===== config.mk =====
export PLATFORM = sky130hd
export DESIGN_NAME = elevator_status_display
export DESIGN_NICKNAME = d
export VERILOG_FILES = /design/src/rtl/elevator_status_display.sv
export SDC_FILE = /design/constraint.sdc
export NUM_CORES = 1
export LEC_CHECK = 0
export BUFFER_PORTS_ARGS = -buffer_cell sky130_fd_sc_hd__buf_2
export CAP_MARGIN = 20
export CORE_AREA = 2 2 103 115
export DETAILED_ROUTE_END_ITERATION = 16
export DIE_AREA = 0 0 105 117
export HOLD_SLACK_MARGIN = 0.1
export PLACE_DENSITY = 0.75
export SYNTH_ARGS = -nofsm -noshare
export SYNTH_HDL_FRONTEND = slang
export SYNTH_SLANG_ARGS = --single-unit

===== constraint.sdc =====
create_clock -name clk -period 4.9 [get_ports clk]
set_input_delay 1.47 -clock clk [delete_from_list [all_inputs] [get_ports clk]]
set_output_delay 1.47 -clock clk [all_outputs]
set_load 0.05 [all_outputs]

===== src/rtl/elevator_status_display.sv =====
// elevator_status_display: samples car status, builds a four-glyph message
// and time-multiplexes it onto an active-low seven-segment display.
module elevator_status_display #(
  parameter int NUM_FLOORS = 5,
  parameter int NUM_DIGITS = 4,
  parameter int SCAN_DIV   = 200000,
  parameter int BLINK_DIV  = 25000000,
  parameter int SEC_DIV    = 100000000
) (
  input  logic                  clk,
  input  logic                  reset,
  input  logic [NUM_FLOORS-1:0] floor,
  input  logic                  up,
  input  logic                  down,
  input  logic                  stop,
  input  logic                  door_closed,
  output logic [NUM_DIGITS-1:0] ssSel,
  output logic [0:7]            ssDisp,
  output logic                  sec_tick,
  output logic                  status_err
);

  localparam int SW = $clog2(SCAN_DIV);
  localparam int BW = $clog2(BLINK_DIV);
  localparam int TW = $clog2(SEC_DIV);
  localparam int IW = $clog2(NUM_DIGITS);

  localparam logic [7:0] G_O     = 8'b00000011;
  localparam logic [7:0] G_P     = 8'b00110001;
  localparam logic [7:0] G_C     = 8'b01100011;
  localparam logic [7:0] G_L     = 8'b11100011;
  localparam logic [7:0] G_U     = 8'b10000011;
  localparam logic [7:0] G_D     = 8'b10000101;
  localparam logic [7:0] G_E     = 8'b01100001;
  localparam logic [7:0] G_DASH  = 8'b11111101;
  localparam logic [7:0] G_BLANK = 8'b11111111;

  typedef struct packed {
    logic                  vld;
    logic [NUM_FLOORS-1:0] flr;
    logic                  up;
    logic                  down;
    logic                  stop;
    logic                  door;
  } stat_t;

  function automatic logic [7:0] num_glyph(input logic [3:0] n);
    case (n)
      4'd0:    num_glyph = 8'b00000011;
      4'd1:    num_glyph = 8'b10011111;
      4'd2:    num_glyph = 8'b00100101;
      4'd3:    num_glyph = 8'b00001101;
      4'd4:    num_glyph = 8'b10011001;
      4'd5:    num_glyph = 8'b01001001;
      4'd6:    num_glyph = 8'b01000001;
      4'd7:    num_glyph = 8'b00011111;
      4'd8:    num_glyph = 8'b00000001;
      4'd9:    num_glyph = 8'b00001001;
      default: num_glyph = G_BLANK;
    endcase
  endfunction

  stat_t           stat_q, stat_d;
  logic [7:0]      buf_q [NUM_DIGITS];
  logic [7:0]      buf_d [NUM_DIGITS];
  logic            err_q, err_d;
  logic            dblink_q, dblink_d;
  logic [SW-1:0]   scan_cnt_q, scan_cnt_d;
  logic [BW-1:0]   blink_cnt_q, blink_cnt_d;
  logic [TW-1:0]   sec_cnt_q, sec_cnt_d;
  logic [IW-1:0]   idx_q, idx_d;
  logic            phase_q, phase_d;
  logic [NUM_DIGITS-1:0] sel_q, sel_d;
  logic [7:0]      disp_q, disp_d;
  logic            tick_q, tick_d;

  logic [3:0]      fl_cnt, fl_num;
  logic            fl_ok, dir_ok;
  logic            mv_up, mv_dn, mv_st;
  logic [7:0]      dir_g;
  logic            scan_wrap, blink_wrap, sec_wrap;
  logic            blank_hi, blank_lo;

  always_comb begin
    stat_d.vld  = 1'b1;
    stat_d.flr  = floor;
    stat_d.up   = up;
    stat_d.down = down;
    stat_d.stop = stop;
    stat_d.door = door_closed;
  end

  always_comb begin
    fl_cnt = 4'd0;
    fl_num = 4'd0;
    for (int i = 0; i < NUM_FLOORS; i++) begin
      if (stat_q.flr[i]) begin
        fl_cnt = fl_cnt + 4'd1;
        fl_num = 4'(i + 1);
      end
    end
    fl_ok = (fl_cnt == 4'd1);
  end

  always_comb begin
    mv_up  = stat_q.up & ~stat_q.down & ~stat_q.stop;
    mv_dn  = ~stat_q.up & stat_q.down & ~stat_q.stop;
    mv_st  = ~stat_q.up & ~stat_q.down & stat_q.stop;
    dir_ok = mv_up | mv_dn | mv_st;
    unique case (1'b1)
      mv_up:   dir_g = G_U;
      mv_dn:   dir_g = G_D;
      mv_st:   dir_g = G_DASH;
      default: dir_g = G_E;
    endcase
  end

  // Buffers stay blank until the status register holds a real sample.
  always_comb begin
    for (int i = 0; i < NUM_DIGITS; i++) buf_d[i] = buf_q[i];
    err_d    = err_q;
    dblink_d = dblink_q;
    if (stat_q.vld) begin
      for (int i = 0; i < NUM_DIGITS; i++) buf_d[i] = G_BLANK;
      buf_d[3] = stat_q.door ? G_C : G_O;
      buf_d[2] = stat_q.door ? G_L : G_P;
      buf_d[1] = dir_g;
      buf_d[0] = fl_ok ? num_glyph(fl_num) : G_E;
      err_d    = ~dir_ok | ~fl_ok;
      dblink_d = ~stat_q.door & (stat_q.up | stat_q.down);
    end
  end

  always_comb begin
    scan_wrap   = (scan_cnt_q == SW'(SCAN_DIV - 1));
    scan_cnt_d  = scan_wrap ? '0 : scan_cnt_q + SW'(1);
    idx_d       = idx_q;
    if (scan_wrap)
      idx_d = (idx_q == IW'(NUM_DIGITS - 1)) ? '0 : idx_q + IW'(1);
    blink_wrap  = (blink_cnt_q == BW'(BLINK_DIV - 1));
    blink_cnt_d = blink_wrap ? '0 : blink_cnt_q + BW'(1);
    phase_d     = phase_q ^ blink_wrap;
    sec_wrap    = (sec_cnt_q == TW'(SEC_DIV - 1));
    sec_cnt_d   = sec_wrap ? '0 : sec_cnt_q + TW'(1);
    tick_d      = sec_wrap;
  end

  // Select and data are both derived from the next index, so they move together.
  always_comb begin
    sel_d  = ~(NUM_DIGITS'(1) << idx_d);
    disp_d = G_BLANK;
    for (int i = 0; i < NUM_DIGITS; i++)
      if (idx_d == IW'(i)) disp_d = buf_d[i];
    blank_hi = phase_d & dblink_d &
               ((idx_d == IW'(2)) | (idx_d == IW'(3)));
    blank_lo = phase_d & err_d &
               ((idx_d == IW'(0)) | (idx_d == IW'(1)));
    if (blank_hi | blank_lo) disp_d = G_BLANK;
  end

  always_ff @(posedge clk or posedge reset) begin
    if (reset) begin
      stat_q      <= '0;
      for (int i = 0; i < NUM_DIGITS; i++) buf_q[i] <= G_BLANK;
      err_q       <= 1'b0;
      dblink_q    <= 1'b0;
      scan_cnt_q  <= '0;
      blink_cnt_q <= '0;
      sec_cnt_q   <= '0;
      idx_q       <= '0;
      phase_q     <= 1'b0;
      sel_q       <= ~NUM_DIGITS'(1);
      disp_q      <= G_BLANK;
      tick_q      <= 1'b0;
    end else begin
      stat_q      <= stat_d;
      for (int i = 0; i < NUM_DIGITS; i++) buf_q[i] <= buf_d[i];
      err_q       <= err_d;
      dblink_q    <= dblink_d;
      scan_cnt_q  <= scan_cnt_d;
      blink_cnt_q <= blink_cnt_d;
      sec_cnt_q   <= sec_cnt_d;
      idx_q       <= idx_d;
      phase_q     <= phase_d;
      sel_q       <= sel_d;
      disp_q      <= disp_d;
      tick_q      <= tick_d;
    end
  end

  assign ssSel      = sel_q;
  assign ssDisp     = disp_q;
  assign sec_tick   = tick_q;
  assign status_err = err_q;

endmodule

== After elaboration in Yosys (flattened, before gate mapping) ==
Memories as Yosys holds them, arrays and structs flattened.
Index checks and enable logic that the tools add are counted.

* Bits in registers: 130
* Bits in latches: 0
* Memory bits (writable): 0
* ROM bits: 112
* Output and inout bits: 14
* Word-level logic and storage cells: 91
* Memories kept: 1

* Add/subtract/negate cells: 8
* Multipliers: 0
* Divide/modulo/power cells: 0
* Order comparisons: 0
* Equality and inequality tests: 8
* Shift operators: 1
* Mux-type cells: 26
* Bitwise gates (word level): 26
* Reductions and logical operators: 1

{| class="wikitable"
|+ Memories
! name !! depth !! bits a word !! read ports !! clocked after memory_dff !! write ports !! RTL line !! text
|-
| (no name shown) || 16 || 7 || 1 || 0 || 0 || 48 || <nowiki>case (n)</nowiki>
|}

{| class="wikitable"
|+ Operator list
! cell !! count
|-
| 8-bit 2-to-1 mux || 7
|-
| 32-bit 2-to-1 mux || 1
|-
| 4-bit 2-to-1 mux || 8
|-
| 27-bit by 1-bit adder with 27-bit output (second input constant) || 1
|-
| 27-bit equality test (second input constant) || 1
|-
| 27-bit 2-to-1 mux || 1
|-
| 25-bit by 1-bit adder with 25-bit output (second input constant) || 1
|-
| 25-bit equality test (second input constant) || 1
|-
| 25-bit 2-to-1 mux || 1
|-
| 8-bit case mux with 3 select lines || 1
|-
| 18-bit by 1-bit adder with 18-bit output (second input constant) || 1
|-
| 18-bit equality test (second input constant) || 1
|-
| 18-bit 2-to-1 mux || 1
|-
| 4-bit by 1-bit adder with 4-bit output (second input constant) || 4
|-
| 1-bit AND || 11
|-
| 7-bit 2-to-1 mux || 1
|-
| 1-bit OR || 7
|-
| 2-bit equality test (second input constant) || 3
|-
| 1-bit NOT || 6
|-
| 4-bit by 1-bit equality test with 1-bit output (second input constant) || 1
|-
| 2-bit 2-to-1 mux || 2
|-
| 4-bit NOT || 1
|-
| 1-bit by 2-bit left shift with 4-bit output (first input constant) || 1
|-
| 1-bit 2-to-1 mux || 3
|-
| 4 further kinds || 4
|}

== Longest topological paths before layout ==
Gate-level depths: netlist (run 1).

* Depth in word-level cells: 17
* Gate-level depth with buffers: 12
* Gate-level depth less buffers: 12

== Least setup slack after synthesis (run 1) ==
No wires, ideal clock.

* Path kind: reg2reg
* Start point: register stat_q[5] (netlist bit)
* End point: register disp_q[1], in the netlist ssDisp[6]
* Arrival time: 3.071 ns
* Required time: 4.818 ns
* Setup slack: 1.747 ns
* Stages on the path, launching flop included: 12
* Period minus slack after synthesis: 3.153 ns
* Cell sequence: dfrtp_1 -> inv_1 -> ha_1 -> xor2_1 -> ha_1 -> mux2_2 -> ha_1 -> or3b_2 -> o32a_1 -> a21o_1 -> o211a_1 -> a211o_1

* Longest elaborated chain between the ends: 15

{| class="wikitable"
|+ RTL lines
! item !! RTL line !! text
|-
| from (decl) || 63 || <nowiki>stat_t stat_q, stat_d;</nowiki>
|-
| from (signal assigned) || 176 || <nowiki>stat_q <= stat_d;</nowiki>
|-
| 4-bit 2-to-1 mux (*) || 97 || <nowiki>if (stat_q.flr[i]) begin</nowiki>
|-
| 4-bit by 1-bit adder with 4-bit output || 98 || <nowiki>fl_cnt = fl_cnt + 4'd1;</nowiki>
|-
| 4-bit 2-to-1 mux (*) || 97 ||
|-
| 4-bit by 1-bit adder with 4-bit output || 98 ||
|-
| 4-bit 2-to-1 mux (*) || 97 ||
|-
| 4-bit by 1-bit adder with 4-bit output || 98 ||
|-
| 4-bit 2-to-1 mux (*) || 97 ||
|-
| 4-bit by 1-bit equality test with 1-bit output (*) || 102 || <nowiki>fl_ok = (fl_cnt == 4'd1);</nowiki>
|-
| 1-bit NOT (*) || 129 || <nowiki>err_d = ~dir_ok | ~fl_ok;</nowiki>
|-
| 1-bit OR (*) || 129 ||
|-
| 1-bit 2-to-1 mux (*) || 123 || <nowiki>if (stat_q.vld) begin</nowiki>
|-
| via err_d || 66 || <nowiki>logic err_q, err_d;</nowiki>
|-
| 1-bit AND (*) (2 in a row) || 156 || <nowiki>blank_lo = phase_d & err_d &</nowiki>
|-
| 1-bit OR (*) || 158 || <nowiki>if (blank_hi | blank_lo) disp_d = G_BLANK;</nowiki>
|-
| 8-bit 2-to-1 mux (*) || 158 ||
|-
| via disp_d[1] || 74 || <nowiki>logic [7:0] disp_q, disp_d;</nowiki>
|-
| to (signal assigned) || 186 || <nowiki>disp_q <= disp_d;</nowiki>
|-
| to (decl) || 74 ||
|}

Mark *: on every way through the listed nets, which the timed path passes. The rest lies on a longest branch.

== Worst setup path in the final report (run 1) ==
* Start point: register stat_q[5] (netlist bit)
* End point: register disp_q[0], in the netlist ssDisp[7]

The elaborated chain is that of the path after synthesis.

==> results of run 1 <==
[power groups by stage]
stage	Sequential [mW]	Combinational, mW	Clock, mW
3_3_place_gp	1.15	0.158	0
2_1_floorplan	1.18	0.0952	0
4_1_cts	1.14	0.163	1.24
6_report	1.14	0.161	1.22
5_1_grt	1.14	0.181	1.28
3_5_place_dp	1.16	0.163	0
[worst reg2reg max path, cell delays in order, from the launching register on]
cell and delay [ps]:
dfrtp_1 380, inv_1 70, ha_1 340, xor2_1 180
ha_1 320, mux2_2 270, ha_1 260, or3b_2 460
o32a_1 300, a21o_1 260, o211ai_2 340, o311ai_1 200
[metal layers]
metal	vias up	share of wire, %	wire length, µm
met3	23	2.8	324
met4	0	2.1	245
met1	2132	46	5317
li1	2028	-	-
met2	82	49	5729
met5	-	0	0
[registers in the layout, summed over array words and instances, names as in the netlist]
signal / cells
buf_q: 32
sec_cnt_q: 27
blink_cnt_q: 25
scan_cnt_q: 18
stat_q: 10
ssDisp: 8
ssSel: 4
idx_q: 2
dblink_q: 1
phase_q: 1
sec_tick: 1
status_err: 1
[logic make-up after synthesis]
kind of cell	after synthesis	synth area share, %
AO/OA/AOI/OAI	76	8.521
XOR/XNOR	65	10.03
adder cells (fa/ha/maj)	14	2.896
buffers and inverters	36	2.316
flip-flops	130	54.66
multiplexers	5	0.9100
other	1	0.06199
AND/OR/NAND/NOR	239	20.60
[worst max path at each step]
stage                              from                        to  cells after the start
global route        stat_q[5]$_DFF_PP0_       ssDisp[7]$_DFF_PP1_                     11
global placement    stat_q[5]$_DFF_PP0_       ssDisp[7]$_DFF_PP1_                     11
detailed placement  stat_q[5]$_DFF_PP0_       ssDisp[2]$_DFF_PP1_                     11
CTS                 stat_q[5]$_DFF_PP0_       ssDisp[7]$_DFF_PP1_                     11
floorplan                         reset  blink_cnt_q[0]$_DFF_PP0_                      1
finish              stat_q[5]$_DFF_PP0_       ssDisp[7]$_DFF_PP1_                     11
[area by class of cell]
class	instances	area, µm²	share of cell area (%)
inverter	22	85.08	1.229
clock inverter	8	72.57	1.048
tap	150	187.7	2.711
multi-input combinational	400	2603	37.59
clock buffer	24	514.2	7.427
timing repair buffer	27	155.1	2.241
sequential	130	3307	47.76
[synthesized netlist by cell type (6+ instances only)]
| cell type | instances | share of area (%) |
|---|---|---|
| nor2_1 | 65 | 4.0 |
| nand3_1 | 35 | 2.9 |
| nand2b_1 | 6 | 0.62 |
| and3_1 | 12 | 1.2 |
| a21o_1 | 7 | 0.87 |
| or2_2 | 9 | 0.93 |
| ha_1 | 14 | 2.9 |
| a21oi_1 | 8 | 0.66 |
| xor2_1 | 28 | 4.1 |
| inv_1 | 21 | 1.3 |
| clkbuf_1 | 12 | 0.74 |
| nand2_1 | 38 | 2.4 |
| nor2b_1 | 12 | 1.2 |
| nor3_1 | 10 | 0.83 |
| dfstp_2 | 43 | 19 |
| nand4_1 | 17 | 1.8 |
| dfrtp_1 | 87 | 36 |
| xnor2_1 | 34 | 4.9 |
| o21ai_0 | 26 | 2.2 |
| or3_1 | 7 | 0.72 |
==> flow_metrics.tcl, run 1 <==
set metrics [dict create \
    crit_required_ps 5190 \
    fin_crit_ps 3482 \
    fin_ws_ps 1418 \
    layout_common_cells "87 x dfrtp_1, 65 x nor2_1, 43 x dfstp_2" \
    p_sw_share_pct 22.29 \
    start_util_pct 54.09 \
    cp_common_cell "ha_1" \
    first_pass_iters 4 \
    cp-start-kind "flop" \
    grt_overflow 0 \
    io_pins 25 \
    ys_warn_count 0 \
    wl_per_cell_um 15.26 \
    synth_seq_cells 130 \
    path_clk_slew_ps 50 \
    syn-num-nets 591 \
    holdCritStartpoint "blink_cnt_q[0]$_DFF_PP0_" \
    slowest_stage "or3b_2" \
    p_int_mw 1.960 \
    hold_viol_final 0 \
    rr_worst_depth 11 \
    grt_util_met1_pct 26.17 \
    first_global_vias 4311 \
    power.total_mw 2.523 \
    antennaDiodeCount 0 \
    critical-path-max-stage-delay_ps 460 \
    setup_violations 0 \
    rsz0062_at_grt "no" \
    grt_usage_pct 20.48 \
    fillers 905 \
    dpl-instance-area_um2 6330 \
    status "complete, no violations" \
    place_worst_setup_slack_ps 1461 \
    synth_edf_count 0 \
    place.gp.congestion 0.8570 \
    nNetsFinal 623 \
    drtAntennaViolNets 0 \
    fmax_ghz 0.2872 \
    pwr-share-clk_pct 48.5 \
    antenna_found_initial 0 \
    cp-end-kind "flop" \
    postCtsSetupBuffers 0 \
    power.switching_mw 0.5624 \
    routed_wl_mm 11.62 \
    final_common_cell "dfrtp_1" \
    dieArea_um2 12290 \
    dp_hpwl_mm 7.771 \
    peakVddDrop_uv 257.1 \
    cts_hold_buf 0 \
    fin_area_um2 6924 \
    hold_slack_ps 454.1 \
    drc 0 \
    syn_inst 566 \
    syn_area_um2 6050 \
    fin_crit_sh_pct 71.05 \
    syn_to_final_growth_pct 14.46 \
    die_h_um 117 \
    relSlewSlack_pct 33.04 \
    reg2reg_from "stat_q[5]$_DFF_PP0_" \
    htreeDepth 4 \
    finClkSkew_ps 8.474 \
    ys_types 63 \
    sequentialPowerShare_pct 45.1 \
    crit_type "flop to flop" \
    tightest_slew_ps 996.9 \
    combPwrFrac_pct 6.4 \
    cts_repair_resize_count 0 \
    viasPerCell 5.604 \
    reg2reg_slack_ps 1420 \
    ys_seq_area_share_pct 54.66 \
    cts_sinks 130 \
    critical_path_buf_inv_count 1 \
    async_flop_share_pct 100.0 \
    vias 4265 \
    grt_pass1_wl_mm 20.12 \
    rr_endpoint "ssDisp[7]$_DFF_PP1_" \
    cp_cell_sequence "inv_1, ha_1, xor2_1, ha_1, mux2_2, ha_1, or3b_2, o32a_1, a21o_1, o211ai_2, o311ai_1" \
    dr.first_iter.drc_count 218 \
    fin_util_pct 61.92 \
    cts_buffers 17 \
    whs_path_depth 1 \
    critical-path-top-delay-family "compound AO/OA/AOI/OAI gates" \
    post_synth.cell_area_avg_um2 10.69 \
    clock_tree.root_cell "clkbuf_16" \
    finalSetupTns_ps 0 \
    rows 41 \
    cts_buffer_depth 2 \
    cts_tree "built" \
    min_to "blink_cnt_q[0]$_DFF_PP0_" \
    insertion_delay_ps 400 \
    min_path_type "flop to flop" \
    power-per-cell-area_nw_per_um2 364.4 \
    p_leak_nw 3.101 \
    grt_busiest_layer "met2" \
    die_w_um 105 \
    synth-main-ff-cell "dfrtp_1" \
    drive_gt1_share_pct 19.48 \
    placed_cells 728 \
    layout.cells.non_filler 761 \
    grtUsageMet3_pct 4.540 \
    critPathMaxFanout 8 \
    slew_viol_final 0 \
    port_buffers 24 \
    grtUsageMet2_pct 34.16 \
    cap_violations 0 \
    grt_max_degree 73 \
    core_area_um2 11180 \
    cp.arrival_ps 3780 \
]
No activity file was read; power rests on OpenSTA's default activity.
==> inputs of run 2 (changes only) <==
--- a/config.mk
+++ b/config.mk
@@ -5,13 +5,14 @@
 export SDC_FILE = /design/constraint.sdc
 export NUM_CORES = 1
 export LEC_CHECK = 0
+export ABC_AREA = 1
 export BUFFER_PORTS_ARGS = -buffer_cell sky130_fd_sc_hd__buf_2
 export CAP_MARGIN = 20
-export CORE_AREA = 2 2 103 115
+export CORE_AREA = 2 2 109 122
 export DETAILED_ROUTE_END_ITERATION = 16
-export DIE_AREA = 0 0 105 117
+export DIE_AREA = 0 0 111 124
 export HOLD_SLACK_MARGIN = 0.1
-export PLACE_DENSITY = 0.75
+export PLACE_DENSITY = 0.74
 export SYNTH_ARGS = -nofsm -noshare
 export SYNTH_HDL_FRONTEND = slang
 export SYNTH_SLANG_ARGS = --single-unit
==> constraint.sdc (replaced) <==
create_clock -name clk -period 2.9 [get_ports clk]
set_input_delay 0.87 -clock clk [delete_from_list [all_inputs] [get_ports clk]]
set_output_delay 0.87 -clock clk [all_outputs]
set_load 0.05 [all_outputs]
==> run 2 against run 1 <==
  * Sequential share of layout area is 5.1 points lower
  * Final cell count is 36% higher
  * Clock-buffer cell count is 1 lower
  * Synthesized cell count is 46% higher
  * Via count up 27%
  * Cell area grew 12%
  * Critical endpoint unchanged
==> flow_metrics.tcl, run 2 <==
set metrics [dict create \
    status "complete, no violations" \
    hold_viol_final 0 \
    async_flop_share_pct 100.0 \
    first_pass_iters 5 \
    vias 5396 \
    synth-main-ff-cell "dfrtp_1" \
    clock_tree.root_cell "clkbuf_16" \
    reg_top3 "buf_q x32, sec_cnt_q x27, blink_cnt_q x25" \
    grt_max_degree 34 \
    htreeDepth 4 \
    largest_reg_flops 32 \
    cts_buffer_depth 2 \
    relSlewSlack_pct 51.39 \
    power.switching_mw 0.9748 \
    antennaDiodeCount 0 \
    rows 43 \
    path_clk_slew_ps 60 \
    finClkSkew_ps 8.614 \
    insertion_delay_ps 420 \
    multi_input_area_um2 2905 \
    cp-start-kind "flop" \
    final_common_cell "nand2_1" \
    postCtsSetupBuffers 0 \
    fin_crit_ps 2710 \
    p_leak_nw 3.829 \
    dpl-instance-area_um2 7126 \
    slew_viol_final 0 \
    pwr-share-clk_pct 50.0 \
    min_path_type "flop to flop" \
    cts_hold_buf 0 \
    die_h_um 124 \
    dr.first_iter.drc_count 261 \
    regArea_um2 3307 \
    finalSetupTns_ps 0 \
    top_register "buf_q" \
    p_int_mw 3.385 \
    wl_per_cell_um 13.03 \
    synth_area_leaders "dfrtp_1 32%, dfstp_2 17%, nand2_1 10%, inv_1 7.1%, nand3_1 4.3%" \
    dieArea_um2 13760 \
    synth_edf_count 0 \
    nNetsFinal 891 \
    grt_usage_pct 21.20 \
    crit_type "flop to flop" \
    drc 0 \
    yosys.area.top_type_share_pct 32.14 \
    ys_warn_count 0 \
    synth_top_area_cell "dfrtp_1" \
    fin_area_um2 7747 \
    antenna_found_initial 0 \
    cts_buffers 17 \
    cp-end-kind "flop" \
    core_area_um2 12430 \
    syn_inst 824 \
    fin_util_pct 62.34 \
    sequentialPowerShare_pct 43.8 \
    die_w_um 111 \
    cp.arrival_ps 3050 \
    syn_to_final_growth_pct 14.39 \
    cap_violations 0 \
    power.total_mw 4.360 \
    post_synth.cell_area_avg_um2 8.219 \
    drive_gt1_share_pct 18.43 \
    syn_area_um2 6773 \
    grt_overflow 0 \
    start_util_pct 54.50 \
    cts_repair_resize_count 0 \
    fillers 1012 \
    synth_common_cells "181 x nand2_1, 128 x inv_1, 87 x dfrtp_1" \
    ys_types 41 \
    combPwrFrac_pct 6.2 \
    port_buffers 24 \
    layout_common_cells "181 x nand2_1, 127 x inv_1, 87 x dfrtp_1" \
    cts_sinks 130 \
    first_global_vias 5165 \
    viasPerCell 5.208 \
    syn-num-nets 849 \
    p_sw_share_pct 22.36 \
    yosysMostFrequentCell "nand2_1" \
    power-per-cell-area_nw_per_um2 562.7 \
    synth_seq_cells 130 \
    dp_hpwl_mm 9.569 \
    cts_tree "built" \
    setup_violations 0 \
    tightest_slew_ps 727.6 \
    peakVddDrop_uv 413.2 \
    drtAntennaViolNets 0 \
    grt_pass1_wl_mm 23.58 \
    io_pins 25 \
    ys_seq_area_share_pct 48.83 \
    fmax_ghz 0.3690 \
    fin_crit_sh_pct 93.44 \
    crit_required_ps 3240 \
    place.gp.congestion 0.8763 \
    critPathMaxFanout 6 \
    routed_wl_mm 13.49 \
]
[run 2: changes by cell type after synthesis, moves of 10 or more]
cell     previous run  this run
a21oi_1             8        31
and3_1             12         0
inv_1              21       128
nand2_1            38       181
nand2_2             0        10
nand3_1            35        58
nor2_1             65        75
nor2b_1            12         0
nor3_1             10        30
xnor2_1            34         2
[run 2: cell type report]
cell class	instances	share of cell area (%)
multi-input cells	550	37.50
inverters	134	6.541
flip-flops and latches	130	42.68
clock inverters	9	1.663
clock buffers	23	6.169
repair buffers	33	2.907
well taps	157	2.536
[run 2: layer usage]
layer	vias to the layer above	global-route usage, %	routed length, µm
li1	2721	-	-
met1	2530	27.75	6167
met2	121	34.74	6552
met3	24	4.380	486
met4	0	9.063	287
met5	-	0	0
[run 2: final timing paths]
path	to	start	cells past startpoint	slack [ps]
max in group asynchronous	buf_q[13]$_DFF_PP1_	reset	3	1680
min	buf_q[11]$_DFF_PP1_	buf_q[11]$_DFF_PP1_	2	440
min in group asynchronous	stat_q[2]$_DFF_PP0_	reset	2	570
max reg2reg	ssDisp[7]$_DFF_PP1_	stat_q[5]$_DFF_PP0_	18	190
min reg2reg	buf_q[11]$_DFF_PP1_	buf_q[11]$_DFF_PP1_	2	440
max	ssDisp[7]$_DFF_PP1_	stat_q[5]$_DFF_PP0_	18	190
[run 2: per-stage QoR]
step	hold WS, ps	worst slack [ps]	instances
2_1_floorplan	417.2	455.9	824
3_5_place_dp	428.9	230.3	1002
4_1_cts	438.6	201.6	1034
3_3_place_gp	427.2	368.8	1002
5_1_grt	470.4	-26.88	1036
6_report	436.4	190.3	1036
[run 2: cell families (layout without fill, tap and decap cells)]
logic type                 Yosys count  after routing  synth area share, %
DFF                                130            130                48.83
adders and majority gates           14             14                2.586
other                                1              1              0.05537
xor gates and xnor gates            28             28                3.621
buffers and inverters              144            199                8.276
AOI/OAI and AO/OA                   73             73                5.856
and+or+nand+nor                    434            434                30.78
[run 2: worst max-delay path, stage by stage (launching register included)]
cell and delay, ps:
dfrtp_1 350, inv_1 80, ha_1 330, inv_1 70, nand2_1 90, nand2_1 80
ha_1 310, nand2_1 70, nand2_1 70, ha_1 180, nand2_1 70, nand3b_1 110
nand2_1 90, nor2_4 170, nand3_1 90, nand2_1 110, nand2_2 100, nand2_1 150
nand3_1 100
[run 2: power groups by stage]
stage	logic, mW	clock network [mW]	registers [mW]
after global placement	0.261	0	1.94
after floorplan	0.150	0	1.98
after CTS	0.266	2.21	1.91
after global routing	0.304	2.29	1.91
after detailed placement	0.263	0	1.94
final	0.269	2.18	1.91
